==> src/rtl/k_and_s_pkg.sv <==
// Shared definitions for the K&S datapath family.
// Holds the 8-bit opcode values, the decoded instruction type driven out to
// the control unit, and the ALU operation encodings used on the operation port.
package k_and_s_pkg;

    localparam logic [7:0] OPC_NOP    = 8'h00;
    localparam logic [7:0] OPC_BRANCH = 8'h01;
    localparam logic [7:0] OPC_BZERO  = 8'h02;
    localparam logic [7:0] OPC_BNEG   = 8'h03;
    localparam logic [7:0] OPC_BOV    = 8'h04;
    localparam logic [7:0] OPC_BNOV   = 8'h05;
    localparam logic [7:0] OPC_LOAD   = 8'h81;
    localparam logic [7:0] OPC_STORE  = 8'h82;
    localparam logic [7:0] OPC_MOVE   = 8'h91;
    localparam logic [7:0] OPC_ADD    = 8'hA1;
    localparam logic [7:0] OPC_SUB    = 8'hA2;
    localparam logic [7:0] OPC_AND    = 8'hA3;
    localparam logic [7:0] OPC_OR     = 8'hA4;
    localparam logic [7:0] OPC_HALT   = 8'hFF;

    typedef enum logic [3:0] {
        I_NOP    = 4'd0,
        I_BRANCH = 4'd1,
        I_BZERO  = 4'd2,
        I_BNEG   = 4'd3,
        I_BOV    = 4'd4,
        I_BNOV   = 4'd5,
        I_LOAD   = 4'd6,
        I_STORE  = 4'd7,
        I_MOVE   = 4'd8,
        I_ADD    = 4'd9,
        I_SUB    = 4'd10,
        I_AND    = 4'd11,
        I_OR     = 4'd12,
        I_HALT   = 4'd13
    } decoded_instruction_type;

    typedef enum logic [1:0] {
        ALU_ADD = 2'b00,
        ALU_AND = 2'b01,
        ALU_OR  = 2'b10,
        ALU_SUB = 2'b11
    } alu_op_t;

endpackage

==> src/rtl/dp_reg_file.sv <==
// General register file: NREGS x DATA_W, two combinational read ports and one
// synchronous write port. All registers clear on asynchronous active-low reset.
// A read of the register being written in the same cycle returns the old value.
// Ports: clk, rst_n, rd_a_addr/rd_a_data, rd_b_addr/rd_b_data,
//        wr_en, wr_addr, wr_data.
module dp_reg_file #(
    parameter int DATA_W = 16,
    parameter int NREGS  = 4
) (
    input  logic                       clk,
    input  logic                       rst_n,
    input  logic [$clog2(NREGS)-1:0]   rd_a_addr,
    input  logic [$clog2(NREGS)-1:0]   rd_b_addr,
    input  logic                       wr_en,
    input  logic [$clog2(NREGS)-1:0]   wr_addr,
    input  logic [DATA_W-1:0]          wr_data,
    output logic [DATA_W-1:0]          rd_a_data,
    output logic [DATA_W-1:0]          rd_b_data
);

    logic [DATA_W-1:0] regs_q [NREGS];
    logic [DATA_W-1:0] regs_d [NREGS];

    always_comb begin
        regs_d = regs_q;
        if (wr_en) begin
            regs_d[wr_addr] = wr_data;
        end
    end

    always_ff @(posedge clk or negedge rst_n) begin
        if (!rst_n) begin
            for (int unsigned i = 0; i < NREGS; i++) begin
                regs_q[i] <= '0;
            end
        end else begin
            regs_q <= regs_d;
        end
    end

    assign rd_a_data = regs_q[rd_a_addr];
    assign rd_b_data = regs_q[rd_b_addr];

endmodule

==> src/rtl/data_path_param.sv <==
// Parametrised K&S datapath: IR, PC, instruction decoder, register file,
// ALU (ADD/AND/OR/SUB) and registered flags. Driven by the K&S control unit
// strobes/selects, talks to a single-port program/data RAM.
// Ports: clk, rst_n (async active-low); control inputs branch, pc_enable,
//        ir_enable, addr_sel, c_sel, operation, write_reg_enable,
//        flags_reg_enable; status outputs decoded_instruction, zero_op,
//        neg_op, unsigned_overflow, signed_overflow; RAM side ram_addr,
//        data_out (bus A), data_in.
module data_path_param
    import k_and_s_pkg::*;
#(
    parameter int DATA_W = 16,
    parameter int ADDR_W = 5,
    parameter int NREGS  = 4,
    parameter int RS_W   = $clog2(NREGS)
) (
    input  logic                    clk,
    input  logic                    rst_n,
    input  logic                    branch,
    input  logic                    pc_enable,
    input  logic                    ir_enable,
    input  logic                    addr_sel,
    input  logic                    c_sel,
    input  logic [1:0]              operation,
    input  logic                    write_reg_enable,
    input  logic                    flags_reg_enable,
    output decoded_instruction_type decoded_instruction,
    output logic                    zero_op,
    output logic                    neg_op,
    output logic                    unsigned_overflow,
    output logic                    signed_overflow,
    output logic [ADDR_W-1:0]       ram_addr,
    output logic [DATA_W-1:0]       data_out,
    input  logic [DATA_W-1:0]       data_in
);

    logic [DATA_W-1:0] ir_q, ir_d;
    logic [ADDR_W-1:0] pc_q, pc_d;
    logic              zero_q, zero_d;
    logic              neg_q, neg_d;
    logic              uov_q, uov_d;
    logic              sov_q, sov_d;

    logic [7:0]        opcode;
    logic [ADDR_W-1:0] mem_addr;
    logic [RS_W-1:0]   ra, rb, rc, rm;
    logic [RS_W-1:0]   a_addr, b_addr, c_addr;
    logic [DATA_W-1:0] bus_a, bus_b, bus_c;
    logic [DATA_W-1:0] alu_res;
    logic [DATA_W:0]   sum_ext;
    logic              alu_uov, alu_sov;
    logic              ir_unused;

    // Instruction fields
    always_comb begin
        opcode    = ir_q[DATA_W-1 -: 8];
        mem_addr  = ir_q[ADDR_W-1:0];
        rb        = ir_q[RS_W-1:0];
        ra        = ir_q[2*RS_W-1:RS_W];
        rc        = ir_q[3*RS_W-1:2*RS_W];
        rm        = ir_q[ADDR_W+RS_W-1:ADDR_W];
        // Some IR bits carry no field at certain parameter choices.
        ir_unused = ^ir_q;
    end

    // Decoder
    always_comb begin
        decoded_instruction = I_NOP;
        case (opcode)
            OPC_BRANCH: decoded_instruction = I_BRANCH;
            OPC_BZERO:  decoded_instruction = I_BZERO;
            OPC_BNEG:   decoded_instruction = I_BNEG;
            OPC_BOV:    decoded_instruction = I_BOV;
            OPC_BNOV:   decoded_instruction = I_BNOV;
            OPC_LOAD:   decoded_instruction = I_LOAD;
            OPC_STORE:  decoded_instruction = I_STORE;
            OPC_MOVE:   decoded_instruction = I_MOVE;
            OPC_ADD:    decoded_instruction = I_ADD;
            OPC_SUB:    decoded_instruction = I_SUB;
            OPC_AND:    decoded_instruction = I_AND;
            OPC_OR:     decoded_instruction = I_OR;
            OPC_HALT:   decoded_instruction = I_HALT;
            default:    decoded_instruction = I_NOP;
        endcase
    end

    // Register addressing; MOVE reads ra on both buses so OR passes A through.
    always_comb begin
        a_addr = ra;
        b_addr = rb;
        c_addr = rc;
        case (decoded_instruction)
            I_LOAD:  c_addr = rm;
            I_STORE: a_addr = rm;
            I_MOVE:  b_addr = ra;
            default: ;
        endcase
    end

    dp_reg_file #(
        .DATA_W (DATA_W),
        .NREGS  (NREGS)
    ) u_reg_file (
        .clk       (clk),
        .rst_n     (rst_n),
        .rd_a_addr (a_addr),
        .rd_b_addr (b_addr),
        .wr_en     (write_reg_enable),
        .wr_addr   (c_addr),
        .wr_data   (bus_c),
        .rd_a_data (bus_a),
        .rd_b_data (bus_b)
    );

    // ALU
    always_comb begin
        sum_ext = '0;
        alu_res = '0;
        alu_uov = 1'b0;
        alu_sov = 1'b0;
        case (alu_op_t'(operation))
            ALU_ADD: begin
                sum_ext = {1'b0, bus_a} + {1'b0, bus_b};
                alu_res = sum_ext[DATA_W-1:0];
                alu_uov = sum_ext[DATA_W];
                // carry into MSB recovered from the MSB sum bit
                alu_sov = (alu_res[DATA_W-1] ^ bus_a[DATA_W-1] ^ bus_b[DATA_W-1])
                          ^ sum_ext[DATA_W];
            end
            ALU_SUB: begin
                sum_ext = {1'b0, bus_a} + {1'b0, ~bus_b} + (DATA_W+1)'(1);
                alu_res = sum_ext[DATA_W-1:0];
                // no carry out of A + ~B + 1 means a borrow occurred
                alu_uov = ~sum_ext[DATA_W];
                alu_sov = (bus_a[DATA_W-1] != bus_b[DATA_W-1]) &&
                          (alu_res[DATA_W-1] != bus_a[DATA_W-1]);
            end
            ALU_AND: alu_res = bus_a & bus_b;
            ALU_OR:  alu_res = bus_a | bus_b;
            default: ;
        endcase
    end

    // Next-state for IR, PC and flags
    always_comb begin
        bus_c = c_sel ? alu_res : data_in;

        ir_d = ir_q;
        if (ir_enable) begin
            ir_d = data_in;
        end

        pc_d = pc_q;
        if (pc_enable) begin
            pc_d = branch ? mem_addr : pc_q + ADDR_W'(1);
        end

        zero_d = zero_q;
        neg_d  = neg_q;
        uov_d  = uov_q;
        sov_d  = sov_q;
        if (flags_reg_enable) begin
            zero_d = (alu_res == '0);
            neg_d  = alu_res[DATA_W-1];
            uov_d  = alu_uov;
            sov_d  = alu_sov;
        end
    end

    always_ff @(posedge clk or negedge rst_n) begin
        if (!rst_n) begin
            ir_q   <= '0;
            pc_q   <= '0;
            zero_q <= 1'b0;
            neg_q  <= 1'b0;
            uov_q  <= 1'b0;
            sov_q  <= 1'b0;
        end else begin
            ir_q   <= ir_d;
            pc_q   <= pc_d;
            zero_q <= zero_d;
            neg_q  <= neg_d;
            uov_q  <= uov_d;
            sov_q  <= sov_d;
        end
    end

    assign ram_addr          = addr_sel ? pc_q : mem_addr;
    assign data_out          = bus_a;
    assign zero_op           = zero_q;
    assign neg_op            = neg_q;
    assign unsigned_overflow = uov_q;
    assign signed_overflow   = sov_q;

endmodule

==> config.mk <==
export PLATFORM = sky130hd
export DESIGN_NAME = data_path_param
export DESIGN_NICKNAME = d
export VERILOG_FILES = /design/src/rtl/k_and_s_pkg.sv /design/src/rtl/dp_reg_file.sv /design/src/rtl/data_path_param.sv
export SDC_FILE = /design/constraint.sdc
export NUM_CORES = 1
export LEC_CHECK = 0
export ABC_AREA = 0
export BUFFER_PORTS_ARGS = -buffer_cell sky130_fd_sc_hd__buf_2
export CORE_ASPECT_RATIO = 0.8
export CORE_MARGIN = 2
export CORE_UTILIZATION = 30
export CTS_CLUSTER_DIAMETER = 30
export DETAILED_ROUTE_END_ITERATION = 8
export GPL_ROUTABILITY_DRIVEN = 0
export PLACE_DENSITY = 0.57
export SLEW_MARGIN = 20
export SYNTH_ARGS = -nofsm -noshare
export SYNTH_HDL_FRONTEND = slang
export SYNTH_SLANG_ARGS = --single-unit
==> constraint.sdc <==
create_clock -name clk -period 5.24 [get_ports clk]
set_input_delay 0 -clock clk [delete_from_list [all_inputs] [get_ports clk]]
set_output_delay 0 -clock clk [all_outputs]
set_load 0.02 [all_outputs]
==> results.txt <==
----------------------------------------------------
[Floorplanning]
  I/O Pins ... 56
  Chip width ... 182 um
  Site row count ... 52
  Die Y-Extent ... 146 um
  Initial cell density of the core ... 30.3%
  Core footprint ... 25,100 um^2
  Area enclosed by the die boundary ... 26,600 um^2

[Critical path]
  Startpoint class of the critical path ... register
  Arrival time reported for the critical path endpoint ... 5.39 ns
  Max FO, Critical Path ... 6
  Standard cell with the maximum stage delay on the critical path ... sky130_fd_sc_hd__or4_4
  Chain of cells forming the critical path ... or4b_4, a21o_1, nor3_4, mux2i_4, buf_12, buf_8, mux2i_1, mux2i_1, buf_4, ha_1, a21o_1, buf_4, a221oi_4, o211ai_1, a21o_1, a21oi_2, xor2_1, a22oi_2, or4_4, o32ai_2
  Maximum single-stage delay on the critical path ... 0.55 ns
  Most used cell along the critical path ... sky130_fd_sc_hd__a21o_1
  Total number of cells along the worst setup path ... 20
  Cell family with most CP delay ... compound AO/OA/AOI/OAI gates
  Register-to-Register Path Depth ... 20
  Endpoint type of the worst setup path ... register
  Buffers and inverters on the worst path ... 4
  Crit path kind ... reg2reg
  Required time reported for the critical path endpoint ... 5.50 ns

[Synthesis]
  Nets in the synthesized netlist ... 981
  Dominant cell type by area after synthesis ... sky130_fd_sc_hd__dfrtp_1
  Share of the synthesized area in the top cell type ... 29.0%
  Sequential cell area fraction in the yosys report ... 29.0%
  Number of synthesized register bits ... 88
  Number of enable flip-flop cells after synthesis ... 0
  Synth cell types ... 71
  Fraction of synthesis flops using an asynchronous set or reset pin ... 100%
  Area contributors post-synth ... sky130_fd_sc_hd__dfrtp_1, sky130_fd_sc_hd__mux2i_1, sky130_fd_sc_hd__ha_1, sky130_fd_sc_hd__mux2_2, sky130_fd_sc_hd__o21ai_0
  Mean instance size in the synthesized netlist ... 8.48 um^2
  Gate count of the mapped netlist ... 896
  Cell area after synthesis ... 7600 um^2
  Predominant post-synthesis flop cell ... sky130_fd_sc_hd__dfrtp_1
  Number of synthesis warnings ... 0

[Clocking]
  Clk buf depth ... 2
  TritonCTS clock tree ... built
  Total clock buffers created by CTS ... 9
  Clock net sink count ... 88
  Number of levels in the clock H-tree ... 3
  Root Driver ... sky130_fd_sc_hd__clkbuf_16
  Clock transition at path regs ... 0.07 ns
  Clock latency on the worst-skew pair ... 0.34 ns

[Detailed routing]
  Iteration-0 DRC Markers ... 464
  Routed wirelength normalized by instance count ... 18.0 um
  Detail Route Antenna Nets ... 0
  DRC ... 0
  Ratio of routed vias to standard cells ... 5.29
  Overall via count from detail_route ... 7,335
  DR pass1 iterations ... 5
  Routed Wire Length ... 25,000 um
  Routed wire length on met2 ... 11,000 um
  Met3 routed WL ... 1280 um
  Top Metal Used ... met4
  WL met1 ... 12,500 um

[Global route]
  Number of antenna violations at the first check in global routing ... 0
  Maximum number of pins on one net before global-route repair ... 64
  Overall routing resource usage ... 18.3%
  Number of global-route vias before repair ... 6,907
  Global-route wire length before repair ... 38,600 um
  Grt total ovfl ... 0

[Power]
  Leakage component of the power ... 4.69 nW
  Power per cell area ... 659 nW/um^2
  Post-layout total power ... 6.62 mW
  VDD IR-drop max ... 0.264 mV

[Timing]
  Worst-case clock skew ... 0.00767 ns
  Post-route fraction of the period consumed by the critical path ... 98.0%
  Max-slew violations ... 0
  Endpoints failing hold ... 0
  Number of setup violations in the final report ... 0
  RSZ-0062 raised after global routing ... true
  Remaining max-slew budget at the tightest pin ... 28.8%
  Max frequency ... 0.195 GHz
  Slew at the pin closest to its max-slew limit ... 1.07 ns
  Post-layout min period ... 5.14 ns

[Status]
  Outcome ... finished, final reports clean

[Layout]
  Relative area change from synthesis to final layout ... 32.1%
  Final core occ ... 40.0%
  Antenna Cells ... 0
  Nets@finish ... 1,143
  Fraction of layout cells with a size suffix above 1 ... 28.9%

[Min path]
  Hold path depth ... 3
  Min-delay worst type ... in2reg

[Flow run]
  Count of maximum capacitance violations ... 0

[Placement]
  Post-DP HPWL ... 18,900 um
  Port Buffer Count ... 55

----------------------------------------------------
## cells in the mapped netlist (10+ instances only)
cell type	instances
sky130_fd_sc_hd__a21o_1	20
sky130_fd_sc_hd__a21oi_1	62
sky130_fd_sc_hd__a31oi_1	16
sky130_fd_sc_hd__clkbuf_1	39
sky130_fd_sc_hd__dfrtp_1	88
sky130_fd_sc_hd__ha_1	56
sky130_fd_sc_hd__inv_1	61
sky130_fd_sc_hd__mux2_2	36
sky130_fd_sc_hd__mux2i_1	85
sky130_fd_sc_hd__nand2_1	86
sky130_fd_sc_hd__nand2b_1	14
sky130_fd_sc_hd__nand3_1	19
sky130_fd_sc_hd__nor2_1	57
sky130_fd_sc_hd__nor3_1	10
sky130_fd_sc_hd__o21ai_0	76
sky130_fd_sc_hd__o21bai_1	10
## metal layers
| layer | track usage (%) | up-vias |
|---|---|---|
| met1 | 27.8 | 3583 |
| met3 | 2.67 | 21 |
| met4 | 3.19 | 0 |
| met5 | 0 | - |
| met2 | 27.6 | 169 |
| li1 | - | 3562 |
## kinds of logic after synthesis
group	Yosys count	share of synthesized area, %
AO/OA/AOI/OAI	263	22.0
multiplexers	123	17.0
XOR/XNOR	6	0.692
flip-flops	88	29.0
AND/OR/NAND/NOR	244	15.8
adder cells (fa/ha/maj)	58	9.75
buffers and inverters	114	5.81
## power breakdown
group | internal [mW] | total (mW) | switching (mW)
clock | 0.371 | 0.655 | 0.284
sequential | 0.924 | 1.15 | 0.229
combinational | 2.22 | 4.81 | 2.59
## final cells by class
type                            count  area (um^2)
Sequential cell                    88         2200
Inverter                           63          236
Timing Repair Buffer              202         1530
Multi-Input combinational cell    694         5370
Tap cell                          324          405
Clock buffer                        9          225
Clock inverter                      7         71.3
Fill cell                        2524        15100
## layout by cell type (no fill, tap or decap), types with 6 or more instances in the layout
cell type                       count
sky130_fd_sc_hd__buf_4            120
sky130_fd_sc_hd__ha_1              45
sky130_fd_sc_hd__ha_4               6
sky130_fd_sc_hd__a21oi_2            9
sky130_fd_sc_hd__mux2i_1           78
sky130_fd_sc_hd__o21a_1             8
sky130_fd_sc_hd__o21bai_1           6
sky130_fd_sc_hd__nand2b_1          14
sky130_fd_sc_hd__dlygate4sd3_1     18
sky130_fd_sc_hd__nand2_1           86
sky130_fd_sc_hd__o21ai_1            6
sky130_fd_sc_hd__nor3_1            10
sky130_fd_sc_hd__nand3_1           19
sky130_fd_sc_hd__a31oi_1           16
sky130_fd_sc_hd__a21oi_1           52
sky130_fd_sc_hd__clkbuf_16         10
sky130_fd_sc_hd__buf_2             54
sky130_fd_sc_hd__mux2_2            36
sky130_fd_sc_hd__o21ai_0           69
sky130_fd_sc_hd__dfrtp_1           87
sky130_fd_sc_hd__nand4_1            8
sky130_fd_sc_hd__nor2_1            55
sky130_fd_sc_hd__inv_1             60
sky130_fd_sc_hd__o211ai_1           7
sky130_fd_sc_hd__and2_1             6
sky130_fd_sc_hd__nand3b_1           6
sky130_fd_sc_hd__a21o_1            20
## registers in the layout (all words and copies together), names as in the netlist
signal and cells:
zero_op 1, unsigned_overflow 1, neg_op 1, u_reg_file.regs_q 64
pc_q 5, ir_q 15, signed_overflow 1
## per-stage QoR
stage | instance area, um^2 | instances | hold WS [ns] | TNS, ns | worst slack, ns
2_1_floorplan | 7600 | 896 | -0.296 | 0 | 0.0134
3_3_place_gp | 9060 | 1347 | -0.0750 | -0.261 | -0.174
3_5_place_dp | 9060 | 1347 | -0.0789 | -0.879 | -0.252
4_1_cts | 9590 | 1381 | 0.0253 | -0.0107 | -0.0107
5_1_grt | 10000 | 1387 | 0.0369 | -0.568 | -0.101
6_report | 10000 | 1387 | 0.0357 | 0 | 0.103
## worst register-to-register path: stages (launching register included)
cell                       delay, ns
sky130_fd_sc_hd__dfrtp_2        0.43
sky130_fd_sc_hd__or4b_4         0.54
sky130_fd_sc_hd__a21o_1         0.24
sky130_fd_sc_hd__nor3_4         0.31
sky130_fd_sc_hd__mux2i_4        0.37
sky130_fd_sc_hd__buf_12         0.18
sky130_fd_sc_hd__buf_8          0.13
sky130_fd_sc_hd__mux2i_1        0.19
sky130_fd_sc_hd__mux2i_1        0.11
sky130_fd_sc_hd__buf_4          0.14
sky130_fd_sc_hd__ha_1           0.18
sky130_fd_sc_hd__a21o_1         0.21
sky130_fd_sc_hd__buf_4          0.14
sky130_fd_sc_hd__a221oi_4       0.34
sky130_fd_sc_hd__o211ai_1       0.17
sky130_fd_sc_hd__a21o_1         0.20
sky130_fd_sc_hd__a21oi_2        0.13
sky130_fd_sc_hd__xor2_1         0.20
sky130_fd_sc_hd__a22oi_2        0.08
sky130_fd_sc_hd__or4_4          0.55
sky130_fd_sc_hd__o32ai_2        0.20
## worst paths after layout
check,start,endpoint,slack [ns]
max in group asynchronous,rst_n,ir_q[13],3.95
worst max register to register,ir_q[13],zero_op,0.10
worst min-delay path,write_reg_enable,u_reg_file.regs_q[0],0.04
worst max-delay path,ir_q[13],zero_op,0.10
min in group asynchronous,rst_n,u_reg_file.regs_q[2],0.10
worst min register to register,u_reg_file.regs_q[39],u_reg_file.regs_q[39],0.51
## repair_timing
action,CTS,global route
endpoints found under the hold margin,44,0
hold buffers,18,0
setup buffers,0,6
gates resized for setup,10,82
endpoints found under the setup margin,14,33
pin swaps,0,33
cloned,0,1
Note: power is estimated with default switching activity, not from simulation.
